File: src/rtl/m68k_bridge_pkg.sv
// Shared constants and encodings for the 68000 bus-to-host bridge.
package m68k_bridge_pkg;

    // Host command bytes
    localparam logic [7:0] CMD_BOTH   = 8'h42; // 'B': lo byte then hi byte follow
    localparam logic [7:0] CMD_LO     = 8'h4C; // 'L': lo byte follows
    localparam logic [7:0] CMD_HI     = 8'h48; // 'H': hi byte follows
    localparam logic [7:0] CMD_DTACK  = 8'h44; // 'D': terminate with DTACK
    localparam logic [7:0] CMD_BERR   = 8'h45; // 'E': terminate with BERR
    localparam logic [7:0] CMD_RESEND = 8'h52; // 'R': retransmit captured record

    localparam logic [7:0] SYNC_BYTE_DEF = 8'hA5;

    typedef enum logic [1:0] {C_IDLE, C_PENDING, C_DONE} cyc_state_t;
    typedef enum logic {TX_IDLE, TX_SEND} tx_state_t;
    typedef enum logic [1:0] {RX_IDLE, RX_B_LO, RX_HI, RX_LO} rx_state_t;

    // Signal byte sent after the address bytes
    typedef struct packed {
        logic [1:0] rsvd;
        logic [2:0] fc;
        logic       rw;
        logic       uds;
        logic       lds;
    } sig_byte_t;

    function automatic sig_byte_t make_sig(input logic [2:0] fc, input logic rw,
                                           input logic uds, input logic lds);
        sig_byte_t s;
        s.rsvd = 2'b00;
        s.fc   = fc;
        s.rw   = rw;
        s.uds  = uds;
        s.lds  = lds;
        return s;
    endfunction

endpackage

File: src/rtl/m68k_bridge_cmd_rx.sv
// Host command parser: decodes the UART byte stream into load and
// termination strobes. Strobes are combinational on the rx_new cycle.
module m68k_bridge_cmd_rx
    import m68k_bridge_pkg::*;
(
    input  logic       clk_sys,
    input  logic       i_rst,
    input  logic [7:0] i_rx_data,
    input  logic       i_rx_new,
    output logic       o_load_lo,
    output logic       o_load_hi,
    output logic [7:0] o_byte,
    output logic       o_cmd_dtack,
    output logic       o_cmd_berr,
    output logic       o_cmd_resend
);

    rx_state_t r_state;
    logic      w_cmd_byte;

    // Only bytes seen in RX_IDLE are commands; data bytes are consumed raw.
    assign w_cmd_byte   = i_rx_new && (r_state == RX_IDLE);
    assign o_cmd_dtack  = w_cmd_byte && (i_rx_data == CMD_DTACK);
    assign o_cmd_berr   = w_cmd_byte && (i_rx_data == CMD_BERR);
    assign o_cmd_resend = w_cmd_byte && (i_rx_data == CMD_RESEND);
    assign o_load_lo    = i_rx_new && ((r_state == RX_B_LO) || (r_state == RX_LO));
    assign o_load_hi    = i_rx_new && (r_state == RX_HI);
    assign o_byte       = i_rx_data;

    // Parser state: advances only on received bytes
    always_ff @(posedge clk_sys) begin
        if (i_rst) begin
            r_state <= RX_IDLE;
        end else if (i_rx_new) begin
            case (r_state)
                RX_IDLE: begin
                    case (i_rx_data)
                        CMD_BOTH: r_state <= RX_B_LO;
                        CMD_LO:   r_state <= RX_LO;
                        CMD_HI:   r_state <= RX_HI;
                        default:  r_state <= RX_IDLE;
                    endcase
                end
                RX_B_LO: r_state <= RX_HI;
                default: r_state <= RX_IDLE;
            endcase
        end
    end

endmodule

File: src/rtl/m68k_bus_bridge.sv
// 68000 bus-to-host bridge: captures each bus cycle, sends a framed record
// to the host over the UART and terminates the cycle on host command or
// hardware timeout.
module m68k_bus_bridge
    import m68k_bridge_pkg::*;
#(
    parameter int          ADDR_W         = 24,
    parameter logic [7:0]  SYNC_BYTE      = SYNC_BYTE_DEF,
    parameter int          TIMEOUT_CYCLES = 50000000
) (
    input  logic              clk_sys,
    input  logic              rst,
    input  logic              bus_reset,
    input  logic              bus_as,
    input  logic              bus_uds,
    input  logic              bus_lds,
    input  logic              bus_rw,
    input  logic [2:0]        bus_fc,
    input  logic [ADDR_W-1:0] bus_addr,
    input  logic [15:0]       bus_din,
    output logic [15:0]       bus_dout,
    output logic              dtack,
    output logic              berr,
    output logic [7:0]        tx_data,
    output logic              tx_new,
    input  logic              tx_busy,
    input  logic [7:0]        rx_data,
    input  logic              rx_new,
    output logic              cycle_pending,
    output logic              timeout_evt
);

    localparam int ADDR_BYTES = (ADDR_W + 7) / 8;
    localparam int PAD_W      = ADDR_BYTES * 8;
    localparam int FRAME_LEN  = ADDR_BYTES + 4;
    localparam int IDX_W      = $clog2(FRAME_LEN);
    localparam int CNT_W      = $clog2(TIMEOUT_CYCLES) + 1;
    localparam bit TO_EN      = (TIMEOUT_CYCLES != 0);
    localparam logic [CNT_W-1:0] TO_LAST = TO_EN ? CNT_W'(TIMEOUT_CYCLES - 1) : '0;

    logic              w_rst;
    logic              w_strobe_now, w_strobe_rise, w_as_fall;
    logic              r_strobe_prev, r_as_prev;
    logic              w_load_lo, w_load_hi, w_cmd_dtack, w_cmd_berr, w_cmd_resend;
    logic [7:0]        w_rx_byte;
    logic              w_timeout, w_start_cyc, w_resend_ok, w_tx_start, w_tx_new;
    logic [7:0]        w_tx_byte;
    logic [PAD_W-1:0]  w_addr_pad;

    cyc_state_t        r_cstate;
    tx_state_t         r_tx_state;
    logic [IDX_W-1:0]  r_tx_idx;
    logic [CNT_W-1:0]  r_cnt;
    logic              r_dtack, r_berr, r_timeout_evt;
    logic [15:0]       r_dout;
    logic [ADDR_W-1:0] r_cap_addr;
    sig_byte_t         r_cap_sig;
    logic [15:0]       r_cap_data;

    assign w_rst         = rst | bus_reset;
    assign w_strobe_now  = bus_uds | bus_lds;
    assign w_strobe_rise = w_strobe_now & ~r_strobe_prev;
    assign w_as_fall     = ~bus_as & r_as_prev;
    assign w_start_cyc   = (r_cstate == C_IDLE) && w_strobe_rise;
    assign w_timeout     = TO_EN && (r_cstate == C_PENDING) && (r_cnt == TO_LAST);
    assign w_resend_ok   = w_cmd_resend && (r_cstate == C_PENDING) && (r_tx_state == TX_IDLE);
    assign w_tx_start    = w_start_cyc || w_resend_ok;
    assign w_tx_new      = (r_tx_state == TX_SEND) && !tx_busy;
    assign w_addr_pad    = PAD_W'(r_cap_addr);

    m68k_bridge_cmd_rx u_cmd_rx (
        .clk_sys      (clk_sys),
        .i_rst        (w_rst),
        .i_rx_data    (rx_data),
        .i_rx_new     (rx_new),
        .o_load_lo    (w_load_lo),
        .o_load_hi    (w_load_hi),
        .o_byte       (w_rx_byte),
        .o_cmd_dtack  (w_cmd_dtack),
        .o_cmd_berr   (w_cmd_berr),
        .o_cmd_resend (w_cmd_resend)
    );

    // Edge history follows the bus even in reset, so a strobe held through
    // reset is not mistaken for a new cycle afterwards.
    always_ff @(posedge clk_sys) begin
        r_strobe_prev <= w_strobe_now;
        r_as_prev     <= bus_as;
    end

    // Cycle FSM: capture, host/timeout termination, release on AS negation
    always_ff @(posedge clk_sys) begin
        if (w_rst) begin
            r_cstate      <= C_IDLE;
            r_dtack       <= 1'b0;
            r_berr        <= 1'b0;
            r_timeout_evt <= 1'b0;
            r_cnt         <= '0;
        end else begin
            r_timeout_evt <= 1'b0;
            case (r_cstate)
                C_IDLE: begin
                    if (w_strobe_rise) begin
                        r_cstate <= C_PENDING;
                        r_cnt    <= '0;
                    end
                end
                C_PENDING: begin
                    if (r_cnt != '1) r_cnt <= r_cnt + CNT_W'(1);
                    // Host command outranks a coincident timeout
                    if (w_as_fall) begin
                        r_cstate <= C_IDLE;
                    end else if (w_cmd_dtack) begin
                        r_dtack  <= 1'b1;
                        r_cstate <= C_DONE;
                    end else if (w_cmd_berr) begin
                        r_berr   <= 1'b1;
                        r_cstate <= C_DONE;
                    end else if (w_timeout) begin
                        r_berr        <= 1'b1;
                        r_timeout_evt <= 1'b1;
                        r_cstate      <= C_DONE;
                    end
                end
                C_DONE: begin
                    if (w_as_fall) begin
                        r_dtack  <= 1'b0;
                        r_berr   <= 1'b0;
                        r_cstate <= C_IDLE;
                    end
                end
                default: r_cstate <= C_IDLE;
            endcase
        end
    end

    // Capture register loaded at the start of each bus cycle
    always_ff @(posedge clk_sys) begin
        if (w_rst) begin
            r_cap_addr <= '0;
            r_cap_sig  <= '0;
            r_cap_data <= '0;
        end else if (w_start_cyc) begin
            r_cap_addr <= bus_addr;
            r_cap_sig  <= make_sig(bus_fc, bus_rw, bus_uds, bus_lds);
            r_cap_data <= bus_din;
        end
    end

    // TX frame sequencer: only reset can cut a frame short
    always_ff @(posedge clk_sys) begin
        if (w_rst) begin
            r_tx_state <= TX_IDLE;
            r_tx_idx   <= '0;
        end else if (w_tx_start) begin
            r_tx_state <= TX_SEND;
            r_tx_idx   <= '0;
        end else if (w_tx_new) begin
            if (r_tx_idx == IDX_W'(FRAME_LEN - 1)) begin
                r_tx_state <= TX_IDLE;
                r_tx_idx   <= '0;
            end else begin
                r_tx_idx <= r_tx_idx + IDX_W'(1);
            end
        end
    end

    // Frame byte mux: sync, address MSB first, signal byte, data hi, data lo
    always_comb begin
        w_tx_byte = 8'h00;
        if (r_tx_state == TX_SEND) begin
            if (r_tx_idx == '0) w_tx_byte = SYNC_BYTE;
            for (int k = 0; k < ADDR_BYTES; k++) begin
                if (r_tx_idx == IDX_W'(ADDR_BYTES - k)) w_tx_byte = w_addr_pad[k*8 +: 8];
            end
            if (r_tx_idx == IDX_W'(ADDR_BYTES + 1)) w_tx_byte = r_cap_sig;
            if (r_tx_idx == IDX_W'(ADDR_BYTES + 2)) w_tx_byte = r_cap_data[15:8];
            if (r_tx_idx == IDX_W'(ADDR_BYTES + 3)) w_tx_byte = r_cap_data[7:0];
        end
    end

    // Read-data buffer, held across cycles until the host reloads it
    always_ff @(posedge clk_sys) begin
        if (w_rst) begin
            r_dout <= '0;
        end else begin
            if (w_load_lo) r_dout[7:0]  <= w_rx_byte;
            if (w_load_hi) r_dout[15:8] <= w_rx_byte;
        end
    end

    assign bus_dout      = r_dout;
    assign dtack         = r_dtack;
    assign berr          = r_berr;
    assign timeout_evt   = r_timeout_evt;
    assign cycle_pending = (r_cstate == C_PENDING);
    assign tx_new        = w_tx_new;
    assign tx_data       = w_tx_byte;

endmodule

File: config.mk
export PLATFORM = sky130hd
export DESIGN_NAME = m68k_bus_bridge
export DESIGN_NICKNAME = d
export VERILOG_FILES = /design/src/rtl/m68k_bridge_pkg.sv /design/src/rtl/m68k_bridge_cmd_rx.sv /design/src/rtl/m68k_bus_bridge.sv
export SDC_FILE = /design/constraint.sdc
export NUM_CORES = 1
export LEC_CHECK = 0
export ABC_AREA = 1
export CAP_MARGIN = 20
export CORE_MARGIN = 3
export CORE_UTILIZATION = 40
export CTS_CLUSTER_SIZE = 28
export DETAILED_ROUTE_END_ITERATION = 10
export GPL_TIMING_DRIVEN = 0
export HOLD_SLACK_MARGIN = 0.02
export PLACE_DENSITY = 0.7
export SLEW_MARGIN = 40
export SYNTH_ARGS = -nofsm -noshare
export SYNTH_HDL_FRONTEND = slang
export SYNTH_SLANG_ARGS = --single-unit
File: constraint.sdc
create_clock -name clk_sys -period 2.2 [get_ports clk_sys]
set_input_delay 0.44 -clock clk_sys [delete_from_list [all_inputs] [get_ports clk_sys]]
set_output_delay 0.44 -clock clk_sys [all_outputs]
set_load 0.05 [all_outputs]
* Yosys cells after proc, flatten, opt, wreduce, memory -nomap -nowiden
Cells that the tools add are included.
** Operators by class
- Add/subtract/negate cells :: 2
- Equal/unequal tests :: 27
- Multiplexer cells :: 34
- Bitwise logic cells :: 8
- Reduce and logical (&&, ||, !) cells :: 28
** Operator list (number)
- 8-bit 2-to-1 mux :: 8
- 27-bit 2-to-1 mux :: 2
- 27-bit case mux with 2 select lines :: 1
- 8-bit by 7-bit == test with 1-bit output (second input constant) :: 6
- 27-bit by 1-bit adder with 27-bit output (second input constant) :: 1
- 27-bit by 26-bit == test with 1-bit output (second input constant) :: 1
- 27-bit inequality test (second input constant) :: 1
- 2-bit 2-to-1 mux :: 6
- 2-bit case mux with 3 select lines :: 2
- 1-bit logical AND :: 11
- 1-bit 2-to-1 mux :: 11
- 3-bit == test (second input constant) :: 3
- 2-bit inequality test (second input constant) :: 4
- 2-bit nonzero test :: 4
- 2-bit == test (second input constant) :: 3
- 3-bit by 2-bit == test with 1-bit output (second input constant) :: 2
- 3-bit AND reduction :: 2
- 5-bit by 1-bit inequality test with 1-bit output (second input constant) :: 1
- 5-bit AND reduction :: 1
- 5-bit OR reduction :: 1
- 2-bit by 1-bit == test with 1-bit output (second input constant) :: 2
- 2-bit zero test :: 2
- 2-bit by 1-bit inequality test with 1-bit output (second input constant) :: 2
- 1-bit inverter :: 4
- 14 further kinds :: 18
** Storage, ports and cells
- Register bits after elaboration :: 102
- Bits of input ports :: 60
- Output and inout port bits :: 29
- Word-level logic and storage cells :: 117

* Depth between registers and ports, before layout
- Word-level depth :: 9
- Gate-level depth with buffers :: 11
- Gate-level depth less buffers :: 10

* Hierarchy
Synthesis repeated with hierarchy kept, for this count alone.
** Second synthesis, totals
- Cells, all modules :: 783
- Area total of the unflattened synthesis :: 5215.0 um^2
** Modules (own cells, without submodules)
- m68k_bus_bridge :: instances 1, cells each 731, area each 4928.5 um^2, sequential area each 2001.9 um^2
- m68k_bridge_cmd_rx :: instances 1, cells each 52, area each 286.5 um^2, sequential area each 40.0 um^2

* Least setup slack after synthesis
OpenSTA, ideal clock, no wires.
- Path type :: reg2out
- Start point :: register r_tx_idx[1]
- End point :: output tx_data[0]
- Data arrival time :: 1948 ps
- Data required time :: 1760 ps
- Path slack :: -188 ps
- Stages on the path, launching flop included :: 10
- Path buffers :: 0
- Path through :: dfxtp_1 > nand2_1 > inv_1 > ha_1 > inv_1 > o21ai_0 > a21oi_1 > o21ai_0 > nand2_1 > a21oi_1
** On the way
- Cells in the longest elaborated chain, start to end :: 9
- Elaborated cells between the ends (all ways) :: 15
- Those cells by class :: eq/ne: 6; mux: 8; reduce/logical: 1
** Ends and longest elaborated chain
- start, declared :: RTL line m68k_bus_bridge.sv:52 : logic [IDX_W-1:0] r_tx_idx;
- start signal, assigned :: RTL line m68k_bus_bridge.sv:163 : r_tx_idx <= r_tx_idx + IDX_W'(1);
- 3-bit zero test :: RTL line m68k_bus_bridge.sv:172 : if (r_tx_idx == '0) w_tx_byte = SYNC_BYTE;
- 8-bit 2-to-1 mux :: RTL line m68k_bus_bridge.sv:172
- 8-bit 2-to-1 mux (3 in series) :: RTL line m68k_bus_bridge.sv:174 : if (r_tx_idx == IDX_W'(ADDR_BYTES - k)) w_tx_byte = w_addr_pad[k*8 +: 8];
- 8-bit 2-to-1 mux :: RTL line m68k_bus_bridge.sv:176 : if (r_tx_idx == IDX_W'(ADDR_BYTES + 1)) w_tx_byte = r_cap_sig;
- 8-bit 2-to-1 mux :: RTL line m68k_bus_bridge.sv:177 : if (r_tx_idx == IDX_W'(ADDR_BYTES + 2)) w_tx_byte = r_cap_data[15:8];
- 8-bit 2-to-1 mux (*) :: RTL line m68k_bus_bridge.sv:178 : if (r_tx_idx == IDX_W'(ADDR_BYTES + 3)) w_tx_byte = r_cap_data[7:0];
- 8-bit 2-to-1 mux (*) :: RTL line m68k_bus_bridge.sv:171 : if (r_tx_state == TX_SEND) begin
- end, declared :: RTL line m68k_bus_bridge.sv:24 : output logic [7:0] tx_data,
Every way passes the cells marked *; elsewhere a longest branch is shown, timed or not.

* Worst setup path after layout
- Start point :: register r_tx_idx[1]
- End point :: output tx_data[2]
Same word-level chain as after synthesis.

==> out/metrics.yaml <==
run_status:
  status: "finished with violations"
  failing_checks: "setup timing"
clock_network:
  cts_buffer_depth: 2
  cts.root.buffer_cell: "sky130_fd_sc_hd__clkbuf_16"
  cts.sink_count: 102
  holdBufCountCts: 0
  clkLatencyLatePin_ps: 360
  numCtsBuffers: 9
  clkSlewWorstSetupHoldPaths_ps: 70
  cts_tree: "yes"
  cts.htree.levels: 3
pwr:
  switching_share_pct: 25.4
  switching_power_uw: 958
  total_leakage_power_nw: 2.49
  intPower_mw: 2.82
  worst_ir_drop_vdd_v: 0.000482
  share_seq_of_total_power_pct: 49.9
  totalPowerFinal_mw: 3.77
  p_comb_share_pct: 9.2
  power_per_cell_area_mw_per_mm2: 556
  power.share.clock_pct: 40.9
yosys:
  area_of_the_mapped_netlist_mm2: 0.00511
  synth.ff_latch_count: 102
  synth_area_per_cell_um2: 6.69
  synth_async_sr_flop_share_pct: 0
  synth_sequential_area_ratio_pct: 40.0
  post_synth_edffs: 0
  post-synth-top-area-fraction_pct: 40.0
  postSynthNetCount: 826
  yosys-top-cells-count: "sky130_fd_sc_hd__nor2_1 (139), sky130_fd_sc_hd__nand2_1 (107), sky130_fd_sc_hd__dfxtp_1 (102), sky130_fd_sc_hd__o21ai_0 (101), sky130_fd_sc_hd__inv_1 (84)"
  synth-warning-count: 0
  netlist-cell-type-count: 32
  synth_top_flop_cell: "sky130_fd_sc_hd__dfxtp_1"
  netlist_instances: 764
  post-synth-top-count-cell: "sky130_fd_sc_hd__nor2_1"
  synthTopCellsByArea: "sky130_fd_sc_hd__dfxtp_1 (40%), sky130_fd_sc_hd__nor2_1 (10%), sky130_fd_sc_hd__o21ai_0 (9.9%), sky130_fd_sc_hd__a21oi_1 (7.9%), sky130_fd_sc_hd__nand2_1 (7.9%)"
  largest_area_contributor_in_the_netlist: "sky130_fd_sc_hd__dfxtp_1"
final_layout:
  layoutNonFillerInstCount: 1044
  postLayoutCoreUtil_pct: 55.4
  areaGrowthSynthToFinish_pct: 33.0
  postLayoutCellArea_mm2: 0.00679
  diodes: 0
  final_net_count: 933
  final_layout_size_suffix_gt1_share_pct: 15.1
routing:
  remaining_drc_errors: 0
  via_count: 5332
  route.antenna.remaining_nets: 0
  drtIter0Drc: 424
  drt_pass1_iterations: 5
  routed_wire_length_per_instance_um: 14.0
  postRouteWirelength_um: 14600
  via_per_inst: 5.11
worst_setup_path:
  crit_path_end_kind: "primary output"
  cp_data_required_time_ps: 1760
  setup.worst_path.start: "r_tx_idx[1]"
  cpMaxStageDelayCell: "sky130_fd_sc_hd__dfxtp_4"
  critPathKind: "reg2out"
  timing.rr.start: "r_cnt[1]"
  worstPathCellList: "buf_4, nand3_2, buf_6, o21ai_0, o21ai_2, nand2_1, a21oi_2, buf_6"
  critPathMostFrequentCell: "sky130_fd_sc_hd__buf_6"
  reg2reg_depth: 11
  critical_path.startpoint_type: "flop"
  crit_fanout: 10
  crit_path_max_incr_delay_ps: 370
  critPathArrivalTime_ps: 1900
sta:
  peak_freq_mhz: 428
  tns_ps: -811
  hold_ws_ps: 448
  rsz0062_at_grt: "yes"
  worst_slew_margin_rel_pct: 56.1
  period_share_pct: 106
  timing.final.hold_violations: 0
  final_critical_path_setup_slack_ps: -137
  max_slew.worst_pin.slew_ps: 658
  timing_max_transition_violations_final: 0
  clock_skew_ps: 6.95
  finalCriticalPeriod_ps: 2340
  setup-violations-final: 8
min_path:
  hold_path_depth: 2
  hold_path_startpoint: "r_cap_data[13]"
  hold_path.class: "reg2reg"
placed_design:
  dp.cells: 1020
  place.port_buffers: 88
  gpl.final_weighted_congestion: 0.958
  postPlaceCellArea_mm2: 0.00622
  placement.setup.worst_slack_ps: -792
  detailed_place_hpwl_um: 10800
grt:
  antenna_violations_before_repair: 0
  grt.overflow.total: 0
  first_global_vias: 4950
  grt_max_degree: 19
  grt.total_usage_pct: 20.7
  grt_first_pass_wirelength_um: 24000
die:
  die_height_um: 119
  number_of_core_rows: 40
  top_level_ports: 89
  start_util_pct: 41.7
  fp.dieArea_mm2: 0.0142
  chipWidth_um: 119
  std_cell_core_area_mm2: 0.0123
run:
  drv_cap: 0
==> flip-flops by register name, indices dropped and copies added (netlist names) <==
signal / count
r_strobe_prev: 1
r_cnt: 27
bus_dout: 16
r_tx_state: 1
berr: 1
r_tx_idx: 3
r_as_prev: 1
u_cmd_rx.r_state: 2
dtack: 1
r_cap_sig: 6
r_cstate: 2
timeout_evt: 1
r_cap_addr: 24
r_cap_data: 16
==> timing repair <==
action	in CTS	in global routing
setup buffers	9	1
resized for setup	110	36
pin swaps	12	22
cloned	0	1
setup endpoints to repair	10	26
==> kinds of logic after synthesis <==
logic type	after synthesis	share of synthesized area [%]
adders and majority gates	2	0.490
DFF	102	40.0
xor gates and xnor gates	3	0.514
buffers and inverters	116	9.16
and+or+nand+nor	343	29.4
AOI/OAI and AO/OA	198	20.4
==> per-layer routing <==
layer | vias up | track usage [%] | part of all wire [%]
met1 | 2441 | 28.2 | 47
met4 | 0 | 6.01 | 1.8
li1 | 2711 | - | -
met2 | 162 | 32.3 | 44
met3 | 18 | 5.60 | 6.7
met5 | - | 0 | 0
==> placed cells by master, fill, tap and decap left out, types with 14 or more instances in the layout <==
cell type                         netlist  routed
sky130_fd_sc_hd__a21oi_1               81      71
sky130_fd_sc_hd__a21oi_2                8      18
sky130_fd_sc_hd__clkbuf_1              20      14
sky130_fd_sc_hd__clkdlybuf4s50_1        0      78
sky130_fd_sc_hd__dfxtp_1              102      99
sky130_fd_sc_hd__inv_1                 84      74
sky130_fd_sc_hd__nand2_1              107     101
sky130_fd_sc_hd__nand3_1               43      41
sky130_fd_sc_hd__nor2_1               139     129
sky130_fd_sc_hd__o21ai_0              101      89
==> area by class of cell <==
type | count | area, um2
Inverter | 87 | 343
Clock buffer | 10 | 229
Fill cell | 1214 | 5470
Tap cell | 168 | 210
Sequential cell | 102 | 2050
Timing Repair Buffer | 99 | 981
Buffer | 26 | 156
Clock inverter | 6 | 55.1
Multi-Input combinational cell | 546 | 2770
==> power groups by stage <==
stage / Clock (mW) / Combinational, mW / Sequential (mW)
after CTS: 1.58 / 0.343 / 1.88
after detailed placement: 0 / 0.337 / 1.93
after floorplan: 0 / 0.161 / 1.93
after global placement: 0 / 0.335 / 1.93
after global routing: 1.66 / 0.380 / 1.89
final: 1.54 / 0.346 / 1.89
==> path summary, 6_finish.rpt <==
kind / slack [ps] / to
max: -140 / tx_data[2]
min: 450 / r_cap_data[13]
max reg2reg: 290 / r_cnt[23]
min reg2reg: 450 / r_cap_data[13]
==> critical path: cells and delay by family (launching register included) <==
kind	cells	cell delay [ps]
buffers and inverters	3	470
AO/OA/AOI/OAI	3	480
AND/OR/NAND/NOR	2	210
flip-flops	1	370
No activity file was read; power rests on OpenSTA's default activity.
